## src/rtl/psec_spi_regfile.sv

```systemverilog
`default_nettype none
// ============================================================================
// Module   : psec_spi_regfile
// Purpose  : SPI-slave register file. A frame (cs low) carries a command bit
//            (1=write, 0=read), a start address and any number of data words,
//            MSB first. The address auto-increments per word, wrapping at
//            NUM_REGS-1. One address is a write-only instruction strobe, one
//            a read-only status word; illegal writes set a sticky error flag
//            that a status read clears.
// Ports    : spi_clk    - sole clock, rising edge
//            rstn       - asynchronous active-low reset
//            cs         - frame enable, active-low
//            pico       - serial data in
//            status_in  - live status bits returned on status reads
//            poci_spi   - serial data out (registered)
//            reg_bus    - flat image of all registers, slot k = register k
//            inst_pulse - one-cycle instruction word strobe
//            err_flag   - sticky error indicator
// Revision : 1.0 - initial release
// ============================================================================
module psec_spi_regfile #(
  parameter int                          ADDR_W      = 7,
  parameter int                          DATA_W      = 8,
  parameter int                          NUM_REGS    = 16,
  parameter int                          INST_ADDR   = 3,
  parameter int                          STATUS_ADDR = 11,
  parameter logic [NUM_REGS*DATA_W-1:0]  RESET_VAL   = '0
) (
  input  logic                         spi_clk,
  input  logic                         rstn,
  input  logic                         cs,
  input  logic                         pico,
  input  logic [DATA_W-1:0]            status_in,
  output logic                         poci_spi,
  output logic [NUM_REGS*DATA_W-1:0]   reg_bus,
  output logic [DATA_W-1:0]            inst_pulse,
  output logic                         err_flag
);

  localparam int CNT_MAX = (ADDR_W > DATA_W) ? ADDR_W : DATA_W;
  localparam int CNT_W   = $clog2(CNT_MAX + 1);

  localparam logic [CNT_W-1:0]  c_addr_last = CNT_W'(ADDR_W - 1);
  localparam logic [CNT_W-1:0]  c_data_last = CNT_W'(DATA_W - 1);
  localparam logic [ADDR_W-1:0] c_inst_addr = ADDR_W'(INST_ADDR);
  localparam logic [ADDR_W-1:0] c_stat_addr = ADDR_W'(STATUS_ADDR);
  localparam logic [ADDR_W-1:0] c_last_reg  = ADDR_W'(NUM_REGS - 1);
  // One bit wider so NUM_REGS == 2**ADDR_W is representable.
  localparam logic [ADDR_W:0]   c_num_regs  = (ADDR_W + 1)'(NUM_REGS);

  typedef enum logic [1:0] {
    S_IDLE = 2'd0,
    S_CMD  = 2'd1,
    S_ADDR = 2'd2,
    S_DATA = 2'd3
  } state_t;

  state_t              r_state;
  state_t              w_state_nxt;
  logic                r_cs_prev;
  logic                r_cmd;
  logic [CNT_W-1:0]    r_bit_cnt;
  logic [ADDR_W-1:0]   r_addr;
  logic [DATA_W-1:0]   r_in_sr;
  logic [DATA_W-1:0]   r_out_sr;
  logic [DATA_W-1:0]   r_regs [NUM_REGS];

  logic                w_addr_done;
  logic                w_word_done;
  logic [ADDR_W-1:0]   w_addr_full;
  logic [ADDR_W-1:0]   w_addr_inc;
  logic [ADDR_W-1:0]   w_rd_addr;
  logic [DATA_W-1:0]   w_rd_word;
  logic [DATA_W-1:0]   w_word;
  logic                w_commit;
  logic                w_wr_err;
  logic                w_wr_inst;
  logic                w_wr_reg;
  logic                w_stat_clr;
  logic                w_unused;

  assign w_unused    = status_in[0];   // slot 0 of status carries err_flag

  assign w_addr_done = (r_state == S_ADDR) && (r_bit_cnt == c_addr_last);
  assign w_word_done = (r_state == S_DATA) && (r_bit_cnt == c_data_last);
  assign w_addr_full = {r_addr[ADDR_W-2:0], pico};
  assign w_addr_inc  = (r_addr == c_last_reg) ? '0 : r_addr + 1'b1;
  assign w_word      = {r_in_sr[DATA_W-2:0], pico};

  // Word to preload for reads: first word at the just-completed address,
  // later words at the address following the word being finished.
  assign w_rd_addr   = w_addr_done ? w_addr_full : w_addr_inc;

  always_comb begin
    w_rd_word = '0;
    if (w_rd_addr == c_stat_addr) begin
      w_rd_word = {status_in[DATA_W-1:1], err_flag};
    end else if (w_rd_addr != c_inst_addr && {1'b0, w_rd_addr} < c_num_regs) begin
      for (int k = 0; k < NUM_REGS; k++) begin
        if (w_rd_addr == ADDR_W'(k)) w_rd_word = r_regs[k];
      end
    end
  end

  // cs high overrides everything: a half-finished word never commits.
  assign w_commit   = w_word_done && r_cmd && !cs;
  assign w_wr_inst  = w_commit && (r_addr == c_inst_addr);
  assign w_wr_err   = w_commit && !w_wr_inst &&
                      ((r_addr == c_stat_addr) || ({1'b0, r_addr} >= c_num_regs));
  assign w_wr_reg   = w_commit && !w_wr_inst && !w_wr_err;
  assign w_stat_clr = w_word_done && !r_cmd && !cs && (r_addr == c_stat_addr);

  // ---------------------------------------------------------------- FSM
  always_ff @(posedge spi_clk or negedge rstn) begin
    if (!rstn) r_state <= S_IDLE;
    else       r_state <= w_state_nxt;
  end

  always_comb begin
    w_state_nxt = r_state;
    if (cs) begin
      w_state_nxt = S_IDLE;
    end else begin
      case (r_state)
        // Only a real cs falling edge starts a frame; after reset release
        // with cs already low, r_cs_prev is 0 and the block waits.
        S_IDLE:  if (r_cs_prev) w_state_nxt = S_CMD;
        S_CMD:   w_state_nxt = S_ADDR;
        S_ADDR:  if (w_addr_done) w_state_nxt = S_DATA;
        S_DATA:  w_state_nxt = S_DATA;
        default: w_state_nxt = S_IDLE;
      endcase
    end
  end

  // ----------------------------------------------------------- datapath
  always_ff @(posedge spi_clk or negedge rstn) begin
    if (!rstn) begin
      r_cs_prev  <= 1'b0;
      r_cmd      <= 1'b0;
      r_bit_cnt  <= '0;
      r_addr     <= '0;
      r_in_sr    <= '0;
      r_out_sr   <= '0;
      inst_pulse <= '0;
      err_flag   <= 1'b0;
      for (int k = 0; k < NUM_REGS; k++) r_regs[k] <= RESET_VAL[k*DATA_W +: DATA_W];
    end else begin
      r_cs_prev  <= cs;
      inst_pulse <= w_wr_inst ? w_word : '0;
      err_flag   <= w_wr_err | (err_flag & ~w_stat_clr);
      for (int k = 0; k < NUM_REGS; k++) begin
        if (w_wr_reg && r_addr == ADDR_W'(k)) r_regs[k] <= w_word;
      end

      if (cs) begin
        r_cmd     <= 1'b0;
        r_bit_cnt <= '0;
        r_addr    <= '0;
        r_in_sr   <= '0;
        r_out_sr  <= '0;
      end else begin
        case (r_state)
          S_CMD: begin
            r_cmd     <= pico;
            r_bit_cnt <= '0;
          end
          S_ADDR: begin
            r_addr <= w_addr_full;
            if (w_addr_done) begin
              r_bit_cnt <= '0;
              r_out_sr  <= r_cmd ? '0 : w_rd_word;
            end else begin
              r_bit_cnt <= r_bit_cnt + 1'b1;
            end
          end
          S_DATA: begin
            r_in_sr <= w_word;
            if (w_word_done) begin
              r_bit_cnt <= '0;
              r_addr    <= w_addr_inc;
              r_out_sr  <= r_cmd ? '0 : w_rd_word;
            end else begin
              r_bit_cnt <= r_bit_cnt + 1'b1;
              r_out_sr  <= {r_out_sr[DATA_W-2:0], 1'b0};
            end
          end
          default: r_bit_cnt <= '0;
        endcase
      end
    end
  end

  assign poci_spi = r_out_sr[DATA_W-1];

  generate
    for (genvar k = 0; k < NUM_REGS; k++) begin : g_bus
      assign reg_bus[k*DATA_W +: DATA_W] = r_regs[k];
    end
  endgenerate

endmodule
`default_nettype wire
```

## config.mk

```make
export PLATFORM = sky130hd
export DESIGN_NAME = psec_spi_regfile
export DESIGN_NICKNAME = d
export VERILOG_FILES = /design/src/rtl/psec_spi_regfile.sv
export SDC_FILE = /design/constraint.sdc
export NUM_CORES = 1
export LEC_CHECK = 0
export BUFFER_PORTS_ARGS = -buffer_cell sky130_fd_sc_hd__buf_2
export CORE_MARGIN = 2
export CORE_UTILIZATION = 45
export DETAILED_ROUTE_END_ITERATION = 8
export GPL_ROUTABILITY_DRIVEN = 1
export PLACE_DENSITY_LB_ADDON = 0.15
export SLEW_MARGIN = 10
export SYNTH_ARGS = -nofsm -noshare
export SYNTH_HDL_FRONTEND = slang
export SYNTH_SLANG_ARGS = --single-unit
```

## constraint.sdc

```tcl
create_clock -name spi_clk -period 3.7 [get_ports spi_clk]
set_input_delay 0.555 -clock spi_clk [delete_from_list [all_inputs] [get_ports spi_clk]]
set_output_delay 0.555 -clock spi_clk [all_outputs]
set_load 0.02 [all_outputs]
```

==> summary.txt <==
Route
  • Final ANT Viol Nets: 0
  • Vias per cell: 6.130
  • First drt pass iteration count: 7
  • Final wirelength: 27480 um
  • Wirelength per Cell: 24.53 um
  • Initial DRC count: 553
  • Via count: 6866
  • DR DRC count: 0

GRT
  • Global-route total usage across every layer: 0.2866
  • Initial antenna violation count: 1
  • Via count of the first global-routing pass: 6858
  • First-pass GRT wire length: 42190 um
  • Largest net degree at the start of global routing: 86
  • Grt ovf: 0

Layout
  • Layout net count: 896
  • Area grow syn2layout: 20.22%
  • Share of cells above drive strength 1: 0.3906
  • Commonest non-fill, non-tap cell in the layout: dfrtp_1
  • Antenna fix cells: 0
  • Core Util, Final: 0.5489
  • Commonest non-fill, non-tap cells in the layout: 167 x dfrtp_1, 147 x buf_2, 112 x mux2_2

Synth
  • Async SR Flop Fraction: 1.000
  • Netlist Area Pre-Place: 8174 um2
  • Mean Syn Cell Area: 11.00 um2
  • Synthesized Nets: 761
  • Seq cells post-synth: 167
  • Syn. warnings: 0
  • Top FF cell, synth: dfrtp_1
  • Cell count after synthesis: 743
  • Number of flops mapped to enable cells by yosys: 0
  • Seq/Total Area, Yosys: 0.5113
  • Netlist cell types: 72

Clock tree
  • Clock Root Buffer: clkbuf_16
  • Post-CTS Setup Inserts: 0
  • CTS resizes: 0
  • CTS Buffer Depth: 2
  • Reg clk slew, reported paths: 70 ps
  • # clock sinks: 167
  • CTS tree: done
  • Clock Latency Late Sink: 430 ps
  • CTS Buf Count: 17
  • Hold-fix buffers at CTS: 0
  • H-tree depth: 4

STA
  • Worst Skew: 11.17 ps
  • Slew HR: 0.3842
  • Worst slew pin tran: 923.7 ps
  • Achievable Freq: 284.5 MHz
  • Final max-slew violation count: 0
  • Worst hold margin: 191.7 ps
  • RSZ-0062 raised after global routing: no
  • Crit path time final: 3515 ps
  • Final setup viols: 0
  • Final hold viol count: 0
  • Crit share post-route: 0.9501
  • Post-Route Setup TNS: 0 ps

Worst setup path
  • CP Class: register to register
  • Crit Path Max Fanout: 15
  • Worst path buffer plus inverter count: 1
  • Worst path slowest cell: o41a_1
  • Crit path max-delay family: compound AO/OA/AOI/OAI gates
  • Slowest cell delay on critical path: 540 ps
  • Crit-path cells: ha_1 -> buf_4 -> nor2b_2 -> or3_1 -> o31ai_4 -> a22oi_2 -> o2111ai_2 -> a21oi_1 -> o41a_1 -> o31ai_1
  • CP Capture Type: register
  • Worst Path Required: 4030 ps
  • CP Data Arrival Time: 3840 ps
  • CP Launch Type: register

Die
  • Die width: 138.8 um
  • Die Area: 19260 um2
  • Initial Utilization: 0.4566
  • Total I/O pin count: 150
  • Core footprint: 17900 um2
  • FP Rows: 49
  • DIE HEIGHT: 138.8 um

Placed design
  • GPL Wtd Cong: 0.9460
  • DP HPWL: 19350 um
  • PortBufs: 148

Power and ir drop
  • Power, Total: 4.059 mW
  • P per Cell Area: 413.1 nW/um2
  • Pleak: 5.054 nW
  • Maximum vdd drop: 0.3315 mV

Job
  • MaxCap Viol Count: 0

Min path
  • Hold Path Class: input port to async pin

Run status
  • Status: completed
==> cell usage after synthesis (3+ instances only) <==
cell,count,area share
a221oi_1,6,0.0064
o31ai_1,5,0.0046
mux2i_1,10,0.012
and3_1,20,0.015
nor3_1,14,0.0086
a222oi_1,4,0.0049
inv_1,8,0.0037
nor2_1,37,0.017
mux2_2,112,0.15
nor3_2,3,0.0037
clkbuf_1,48,0.022
a32oi_1,6,0.0064
o22ai_1,10,0.0077
a311oi_1,4,0.0043
nand2_1,74,0.034
ha_1,6,0.0092
buf_4,5,0.0046
or3_1,3,0.0023
o21ai_1,4,0.0024
o21ai_0,28,0.017
nand3b_1,3,0.0028
nand4_1,4,0.0031
and2_1,9,0.0069
dfrtp_1,167,0.51
o221ai_1,4,0.0043
o211ai_1,7,0.0064
a22oi_1,7,0.0064
nand3_1,13,0.0080
a22o_1,14,0.015
a211oi_1,3,0.0028
a21oi_1,38,0.023
buf_2,14,0.0086
==> routing by layer <==
metal	track usage	wire length, um	part of all wire	up-vias
li1	-	-	-	3000
met1	0.4007	11920	0.43	3496
met2	0.4389	12690	0.46	316
met3	0.07182	2124	0.077	54
met4	0.09835	740	0.027	0
met5	0	0	0	-
==> power breakdown <==
part / switching (mW) / internal [mW] / total, mW / leakage, nW
sequential: 0.0155 / 1.83 / 1.85 / 2.32
combinational: 0.212 / 0.101 / 0.313 / 2.43
clock: 0.810 / 1.09 / 1.90 / 0.300
total: 1.04 / 3.02 / 4.06 / 5.05
==> worst reg2reg max path, stage by stage (launching register included) <==
cell       delay (ps)
dfrtp_1           450
ha_1              280
buf_4             190
nor2b_2           260
or3_1             440
o31ai_4           530
a22oi_2           180
o2111ai_2         200
a21oi_1            70
o41a_1            540
o31ai_1           260
==> worst paths after layout <==
kind	startpoint	endpoint	slack [ps]	cells after the start
max in group asynchronous	rstn	reg_bus[41]$_DFFE_PN0P_	2570	2
worst min-delay path	rstn	r_in_sr[2]$_DFFE_PN0P_	190	1
worst max-delay path	r_addr[0]$_DFFE_PN0P_	r_out_sr[1]$_DFFE_PN0P_	180	10
min in group spi_clk	status_in[4]	r_out_sr[4]$_DFFE_PN0P_	350	2
worst min register to register	reg_bus[95]$_DFFE_PN0P_	reg_bus[95]$_DFFE_PN0P_	370	0
worst max register to register	r_addr[0]$_DFFE_PN0P_	r_out_sr[1]$_DFFE_PN0P_	180	10
==> state kept, by name, indices dropped and copies added, names as in the netlist <==
name	cells
r_addr	7
r_bit_cnt	4
err_flag	1
inst_pulse	8
r_cmd	1
reg_bus	128
r_cs_prev	1
r_in_sr	7
r_state	2
r_out_sr	8
==> logic make-up (layout without fill, tap and decap cells) <==
| family | Yosys count | after routing | synth area share |
|---|---|---|---|
| flops | 167 | 167 | 0.5113 |
| fa+ha+maj | 6 | 6 | 0.009184 |
| buf+inv | 77 | 225 | 0.04072 |
| xor+xnor | 3 | 3 | 0.003215 |
| compound gates | 169 | 169 | 0.1480 |
| mux | 123 | 123 | 0.1693 |
| simple gates | 198 | 198 | 0.1183 |
==> layout make-up <==
cell class                 count  area [um2]
multi-input combinational    499        3675
clock inverter                13       186.4
tap                          229       286.5
inverter                       8       30.03
fill                        1574        8075
sequential                   167        4179
clock buffer                  19       432.9
timing repair buffer         185        1037
==> stage by stage <==
step	area [um2]	cells	setup WS [ps]
4_1_cts	9814	1120	196.1
3_5_place_dp	9195	1088	218.4
6_report	9827	1120	184.8
2_1_floorplan	8174	743	995.1
5_1_grt	9827	1120	104.3
3_3_place_gp	9195	1088	382.3
Power figures use the tool's default switching activity.
